<file path="src/rtl/muldiv_unit.sv">
// Iterative multiply/divide unit: shift-add multiply and restoring divide,
// one bit per cycle, with sign fix-up and a valid/ready handshake on each side.
//
// state | meaning
// IDLE  | waiting for a request, in_ready high
// BUSY  | WIDTH iterations of shift-add or restoring divide
// FIXUP | two's-complement sign correction and result selection
// DONE  | result presented, out_valid high until taken
module muldiv_unit #(
    parameter int WIDTH = 32
) (
    input  logic             clk,
    input  logic             rst_n,
    input  logic             flush,
    input  logic             in_valid,
    output logic             in_ready,
    input  logic [2:0]       md_op,
    input  logic [WIDTH-1:0] left_operand,
    input  logic [WIDTH-1:0] right_operand,
    output logic             out_valid,
    input  logic             out_ready,
    output logic [WIDTH-1:0] result,
    output logic             zero_flag,
    output logic             div_by_zero
);

    localparam int CW = $clog2(WIDTH + 1);
    localparam logic [2:0] OP_MUL    = 3'b000;
    localparam logic [2:0] OP_MULH   = 3'b001;
    localparam logic [2:0] OP_MULHSU = 3'b010;
    localparam logic [2:0] OP_MULHU  = 3'b011;
    localparam logic [2:0] OP_DIV    = 3'b100;
    localparam logic [2:0] OP_DIVU   = 3'b101;
    localparam logic [2:0] OP_REM    = 3'b110;
    localparam logic [2:0] OP_REMU   = 3'b111;
    localparam logic [WIDTH-1:0] MOST_NEG = {1'b1, {(WIDTH-1){1'b0}}};

    typedef enum logic [1:0] {IDLE, BUSY, FIXUP, DONE} state_t;

    state_t             state, state_nxt;
    logic [CW-1:0]      cnt;
    logic [2:0]         op_q;
    logic               neg_q, neg_r;
    logic [2*WIDTH-1:0] prod;
    logic [WIDTH-1:0]   dvsr;
    logic [WIDTH-1:0]   result_q;
    logic               zero_q, dbz_q;

    logic               accept;
    logic               l_signed, r_signed, l_neg, r_neg;
    logic [WIDTH-1:0]   l_mag, r_mag;
    logic               div_zero, div_ovf, bypass;

    assign in_ready = (state == IDLE);
    assign out_valid = (state == DONE);
    assign accept = in_valid && in_ready && !flush;

    assign l_signed = (md_op == OP_MULH) || (md_op == OP_MULHSU) ||
                      (md_op == OP_DIV) || (md_op == OP_REM);
    assign r_signed = (md_op == OP_MULH) || (md_op == OP_DIV) || (md_op == OP_REM);
    assign l_neg = l_signed && left_operand[WIDTH-1];
    assign r_neg = r_signed && right_operand[WIDTH-1];
    // Negating the most-negative value yields 2^(WIDTH-1), the correct unsigned magnitude.
    assign l_mag = l_neg ? -left_operand : left_operand;
    assign r_mag = r_neg ? -right_operand : right_operand;

    assign div_zero = md_op[2] && (right_operand == '0);
    assign div_ovf = ((md_op == OP_DIV) || (md_op == OP_REM)) &&
                     (left_operand == MOST_NEG) && (right_operand == '1);
    assign bypass = div_zero || div_ovf;

    // Multiply: high half accumulates the multiplicand, whole register shifts right.
    logic [WIDTH:0]     mul_sum;
    logic [2*WIDTH-1:0] mul_next;
    assign mul_sum = {1'b0, prod[2*WIDTH-1:WIDTH]} + (prod[0] ? {1'b0, dvsr} : '0);
    assign mul_next = {mul_sum, prod[WIDTH-1:1]};

    // Divide: high half is the partial remainder, low half shifts dividend out and quotient in.
    logic [WIDTH:0]     div_part, div_diff;
    logic [2*WIDTH-1:0] div_next;
    assign div_part = {prod[2*WIDTH-1:WIDTH], prod[WIDTH-1]};
    assign div_diff = div_part - {1'b0, dvsr};
    assign div_next = {(div_diff[WIDTH] ? div_part[WIDTH-1:0] : div_diff[WIDTH-1:0]),
                       prod[WIDTH-2:0], ~div_diff[WIDTH]};

    logic [2*WIDTH-1:0] prod_fix;
    logic [WIDTH-1:0]   quo_fix, rem_fix, fix_val;
    assign prod_fix = neg_q ? -prod : prod;
    assign quo_fix = neg_q ? -prod[WIDTH-1:0] : prod[WIDTH-1:0];
    assign rem_fix = neg_r ? -prod[2*WIDTH-1:WIDTH] : prod[2*WIDTH-1:WIDTH];

    always_comb begin
        fix_val = '0;
        unique case (op_q)
            OP_MUL:                       fix_val = prod_fix[WIDTH-1:0];
            OP_MULH, OP_MULHSU, OP_MULHU: fix_val = prod_fix[2*WIDTH-1:WIDTH];
            OP_DIV, OP_DIVU:              fix_val = quo_fix;
            OP_REM, OP_REMU:              fix_val = rem_fix;
            default:                      fix_val = '0;
        endcase
    end

    always_ff @(posedge clk or negedge rst_n) begin
        if (!rst_n) state <= IDLE;
        else        state <= state_nxt;
    end

    always_comb begin
        state_nxt = state;
        unique case (state)
            IDLE:    if (accept) state_nxt = bypass ? DONE : BUSY;
            BUSY:    if (cnt == CW'(1)) state_nxt = FIXUP;
            FIXUP:   state_nxt = DONE;
            DONE:    if (out_ready) state_nxt = IDLE;
            default: state_nxt = IDLE;
        endcase
        if (flush) state_nxt = IDLE;
    end

    always_ff @(posedge clk or negedge rst_n) begin
        if (!rst_n) begin
            cnt      <= '0;
            op_q     <= '0;
            neg_q    <= 1'b0;
            neg_r    <= 1'b0;
            prod     <= '0;
            dvsr     <= '0;
            result_q <= '0;
            zero_q   <= 1'b0;
            dbz_q    <= 1'b0;
        end else if (flush) begin
            cnt    <= '0;
            zero_q <= 1'b0;
            dbz_q  <= 1'b0;
        end else begin
            unique case (state)
                IDLE: if (accept) begin
                    op_q  <= md_op;
                    neg_q <= l_neg ^ r_neg;
                    neg_r <= l_neg;
                    if (div_zero) begin
                        result_q <= md_op[1] ? left_operand : '1;
                        zero_q   <= md_op[1] && (left_operand == '0);
                        dbz_q    <= 1'b1;
                        cnt      <= '0;
                    end else if (div_ovf) begin
                        result_q <= md_op[1] ? '0 : MOST_NEG;
                        zero_q   <= md_op[1];
                        dbz_q    <= 1'b0;
                        cnt      <= '0;
                    end else begin
                        prod <= {{WIDTH{1'b0}}, (md_op[2] ? l_mag : r_mag)};
                        dvsr <= md_op[2] ? r_mag : l_mag;
                        cnt  <= CW'(WIDTH);
                    end
                end
                BUSY: begin
                    cnt  <= cnt - CW'(1);
                    prod <= op_q[2] ? div_next : mul_next;
                end
                FIXUP: begin
                    result_q <= fix_val;
                    zero_q   <= (fix_val == '0);
                    dbz_q    <= 1'b0;
                end
                DONE: if (out_ready) begin
                    zero_q <= 1'b0;
                    dbz_q  <= 1'b0;
                end
                default: ;
            endcase
        end
    end

    assign result = result_q;
    assign zero_flag = zero_q;
    assign div_by_zero = dbz_q;

endmodule
</file>
<file path="config.mk">
export PLATFORM = sky130hd
export DESIGN_NAME = muldiv_unit
export DESIGN_NICKNAME = d
export VERILOG_FILES = /design/src/rtl/muldiv_unit.sv
export SDC_FILE = /design/constraint.sdc
export NUM_CORES = 1
export LEC_CHECK = 0
export CAP_MARGIN = 0
export CORE_UTILIZATION = 50
export CTS_BUF_LIST = sky130_fd_sc_hd__clkbuf_16
export DETAILED_ROUTE_END_ITERATION = 7
export GPL_TIMING_DRIVEN = 0
export PLACE_DENSITY = 0.69
export SLEW_MARGIN = 5
export SYNTH_ARGS = -nofsm -noshare
export SYNTH_HDL_FRONTEND = slang
export SYNTH_SLANG_ARGS = --single-unit
</file>
<file path="constraint.sdc">
create_clock -name clk -period 9.92 [get_ports clk]
set_clock_uncertainty 0.2 [all_clocks]
set_input_delay 1.984 -clock clk [delete_from_list [all_inputs] [get_ports clk]]
set_output_delay 1.984 -clock clk [all_outputs]
set_load 0.1 [all_outputs]
</file>
==> flow_summary.yaml <==
yosys:
  seq_area_frac_synth_pct: 23.1
  yosys_most_used_dff: "dfrtp_1"
  avgSynthCellArea_sq_um: 7.34
  synth_nets: 2263
  synthArstFlopShare_pct: 100
  synth.distinct_cells: 85
  synthCells: 2114
  syn_area_sq_mm: 0.0155
  ys_warn_count: 0
  ys_seq_elements: 143
  synth-edff-count: 0
critical_path:
  crit_fanout: 10
  endpoint_kind: "flop"
  critPathLaunchType: "input port"
  ff2ff_path_depth: 11
  r2r-end: "zero_flag"
  rrSetupSlack_ns: 3.97
  cp_data_required_time_ns: 10.00
  crit_type: "in -> reg"
  reg2reg_from: "prod[39]"
  crit_arrival_ns: 6.96
routing:
  drtAntennaViolNets: 0
  wl_mm: 71.7
  drtPass1Iterations: 7
  drc: 0
  via_count: 18500
  dr.first_iter.drc_count: 2958
  routedWlPerCell_um: 27.0
  vias_per_cell: 6.96
finish:
  fillers: 2848
  mostFrequentLayoutCell: "nor2_1"
  final_cell_mix: "nor2_1, a21oi_1, nand2_1"
  nNetsFinal: 2391
  finalInstanceArea_sq_mm: 0.0177
  stdcell_count: 2652
  final_layout_size_suffix_gt1_share_pct: 4.97
  syn2layout_area_growth_pct: 14.3
clocking:
  post_cts_resized: 0
  hold_buffers: 0
  cts_tree: "yes"
  cts_sinks: 143
  cts_buffers: 17
  clk_pin_slew_worst_paths_ns: 0.06
  clock_path_buffers: 2
  root_buffer: "clkbuf_16"
  insertion_delay_ns: 0.46
  htree_num_levels: 4
  post_cts_buffers: 0
die:
  die_w_um: 178
  row_count: 64
  io_pins: 108
  core_area_sq_mm: 0.0306
  dieArea_sq_mm: 0.0317
  start_util_pct: 50.7
  die_y_um: 178
timing:
  rsz0062_at_grt: "false"
  setup_viol: 0
  worst_slew_pin_slew_ns: 1.43
  clock.fmax_mhz: 145
  post-route-min-period_ns: 6.88
  finalSetupTns_ns: 0
  finalMaxSlewViolations: 0
  maxSlewHeadroom_pct: 2.41
  hold_viol: 0
  fin_crit_sh_pct: 69.3
status:
  violations: "max-capacitance violations"
  status: "complete, but fails checks"
placed_design:
  placedCellCount: 2619
  place.gp.congestion: 1.06
  dp_hpwl_mm: 56.6
  portBuffers: 107
  placed_area_sq_mm: 0.0171
global_route:
  grt_overflow: 0
  grt_pass1_wl_mm: 106
  grt_pass1_vias: 17000
  antenna_found_initial: 2
  grt_use_total_pct: 45.4
  grt_max_degree: 81
job:
  maxCapViolations: 1
hold_path:
  min_to: "dvsr[17]"
  min_from: "dvsr[17]"
  worstHoldPathType: "reg -> reg"
  whs_path_depth: 2
power:
  power_density_mw_per_mm2: 430
  vdd_drop_max_uv: 334
  p_leak_nw: 7.18
## per-stage QoR
stage | utilization, % | hold WS [ns] | power (mW) | worst slack [ns]
5_1_grt | 57.9 | 0.316 | 7.92 | 2.78
6_report | 57.9 | 0.291 | 7.62 | 3.04
2_1_floorplan | - | 0.250 | 4.79 | 4.37
3_3_place_gp | 55.8 | 0.265 | 6.59 | 0.688
3_5_place_dp | 56.0 | 0.277 | 6.64 | 2.78
4_1_cts | 57.9 | 0.291 | 7.34 | 3.22
## layer usage
layer	part of all wire, %	track usage [%]	wire length [um]
met1	39	58.0	27600
met4	7.2	27.5	5130
met5	0.038	0	27
met2	43	69.3	30600
met3	12	10.8	8280
## critical path: stages
cell,delay [ns]
clkdlybuf4s50_1,0.54
inv_1,0.20
ha_1,0.20
or3b_2,0.52
nor4b_2,0.51
or4b_2,0.62
clkbuf_1,0.19
o31ai_2,0.55
o22ai_1,0.15
nand2b_1,0.11
buf_2,0.24
or3_1,0.14
clkbuf_1,0.38
buf_2,0.38
o221ai_1,0.22
## cell type report
| class | count | area (sq um) | area share, % |
|---|---|---|---|
| Antenna cell | 1 | 2.50 | 0.0141 |
| Buffer | 158 | 618 | 3.49 |
| Clock buffer | 17 | 425 | 2.40 |
| Clock inverter | 15 | 168 | 0.946 |
| Inverter | 80 | 300 | 1.69 |
| Multi-Input combinational cell | 1733 | 11000 | 62.2 |
| Sequential cell | 143 | 3580 | 20.2 |
| Tap cell | 396 | 495 | 2.80 |
| Timing Repair Buffer | 109 | 1110 | 6.25 |
## kinds of logic after synthesis
logic type	synth area share [%]
compound gates	29.3
xor+xnor	8.36
fa+ha+maj	6.31
buf+inv	5.92
flops	23.1
mux	4.23
simple gates	22.8
## synth_stat cells (all sizes together), types with 6 or more instances
cell,count,area (sq um)
a31oi,17,106
a22oi,18,135
ha,75,938
a211oi,48,360
or4,30,234
o31ai,30,235
and2,10,62.6
nor2,247,927
nand2b,21,131
or3,22,138
nand4,25,156
o21a,27,203
o211ai,31,233
and4,6,52.6
nand3,31,155
a221oi,6,52.6
nand2,177,664
o2111ai,9,78.8
or2,9,56.3
a211o,9,80.1
clkbuf,136,510
buf,22,108
mux2,37,417
o221ai,13,114
mux2i,24,240
o22ai,11,68.8
nor4,41,263
dfrtp,143,3580
xnor2,84,736
o21bai,9,67.6
o21ai,169,846
a21oi,209,1050
a221o,8,80.1
and3,9,56.3
xor2,64,561
a2111oi,8,70.1
nor2b,12,75.1
nor3,73,365
o41ai,17,149
inv,78,293
a21o,26,195
## report_power, final
| part | internal (mW) | switching [mW] | total [mW] |
|---|---|---|---|
| clock network | 0.394 | 0.293 | 0.687 |
| registers | 0.841 | 0.317 | 1.16 |
| logic | 1.78 | 3.99 | 5.77 |
## worst max path at each step
| stage | to | slack [ns] | startpoint | depth (start not counted) |
|---|---|---|---|---|
| 6_report | prod[39] | 3.04 | left_operand[0] | 15 |
| 5_1_grt | prod[39] | 2.78 | left_operand[0] | 15 |
| 4_1_cts | prod[39] | 3.22 | left_operand[0] | 15 |
| 3_5_place_dp | prod[39] | 2.78 | left_operand[0] | 15 |
| 3_3_place_gp | dvsr[11] | 0.69 | rst_n | 1 |
| 2_1_floorplan | prod[50] | 4.37 | left_operand[0] | 14 |
## registers in the layout (all words and copies together), names as in the netlist
name         cells
div_by_zero      1
neg_q            1
op_q             3
cnt              6
state            2
prod            64
zero_flag        1
dvsr            32
result          32
neg_r            1
Power figures use the tool's default switching activity.
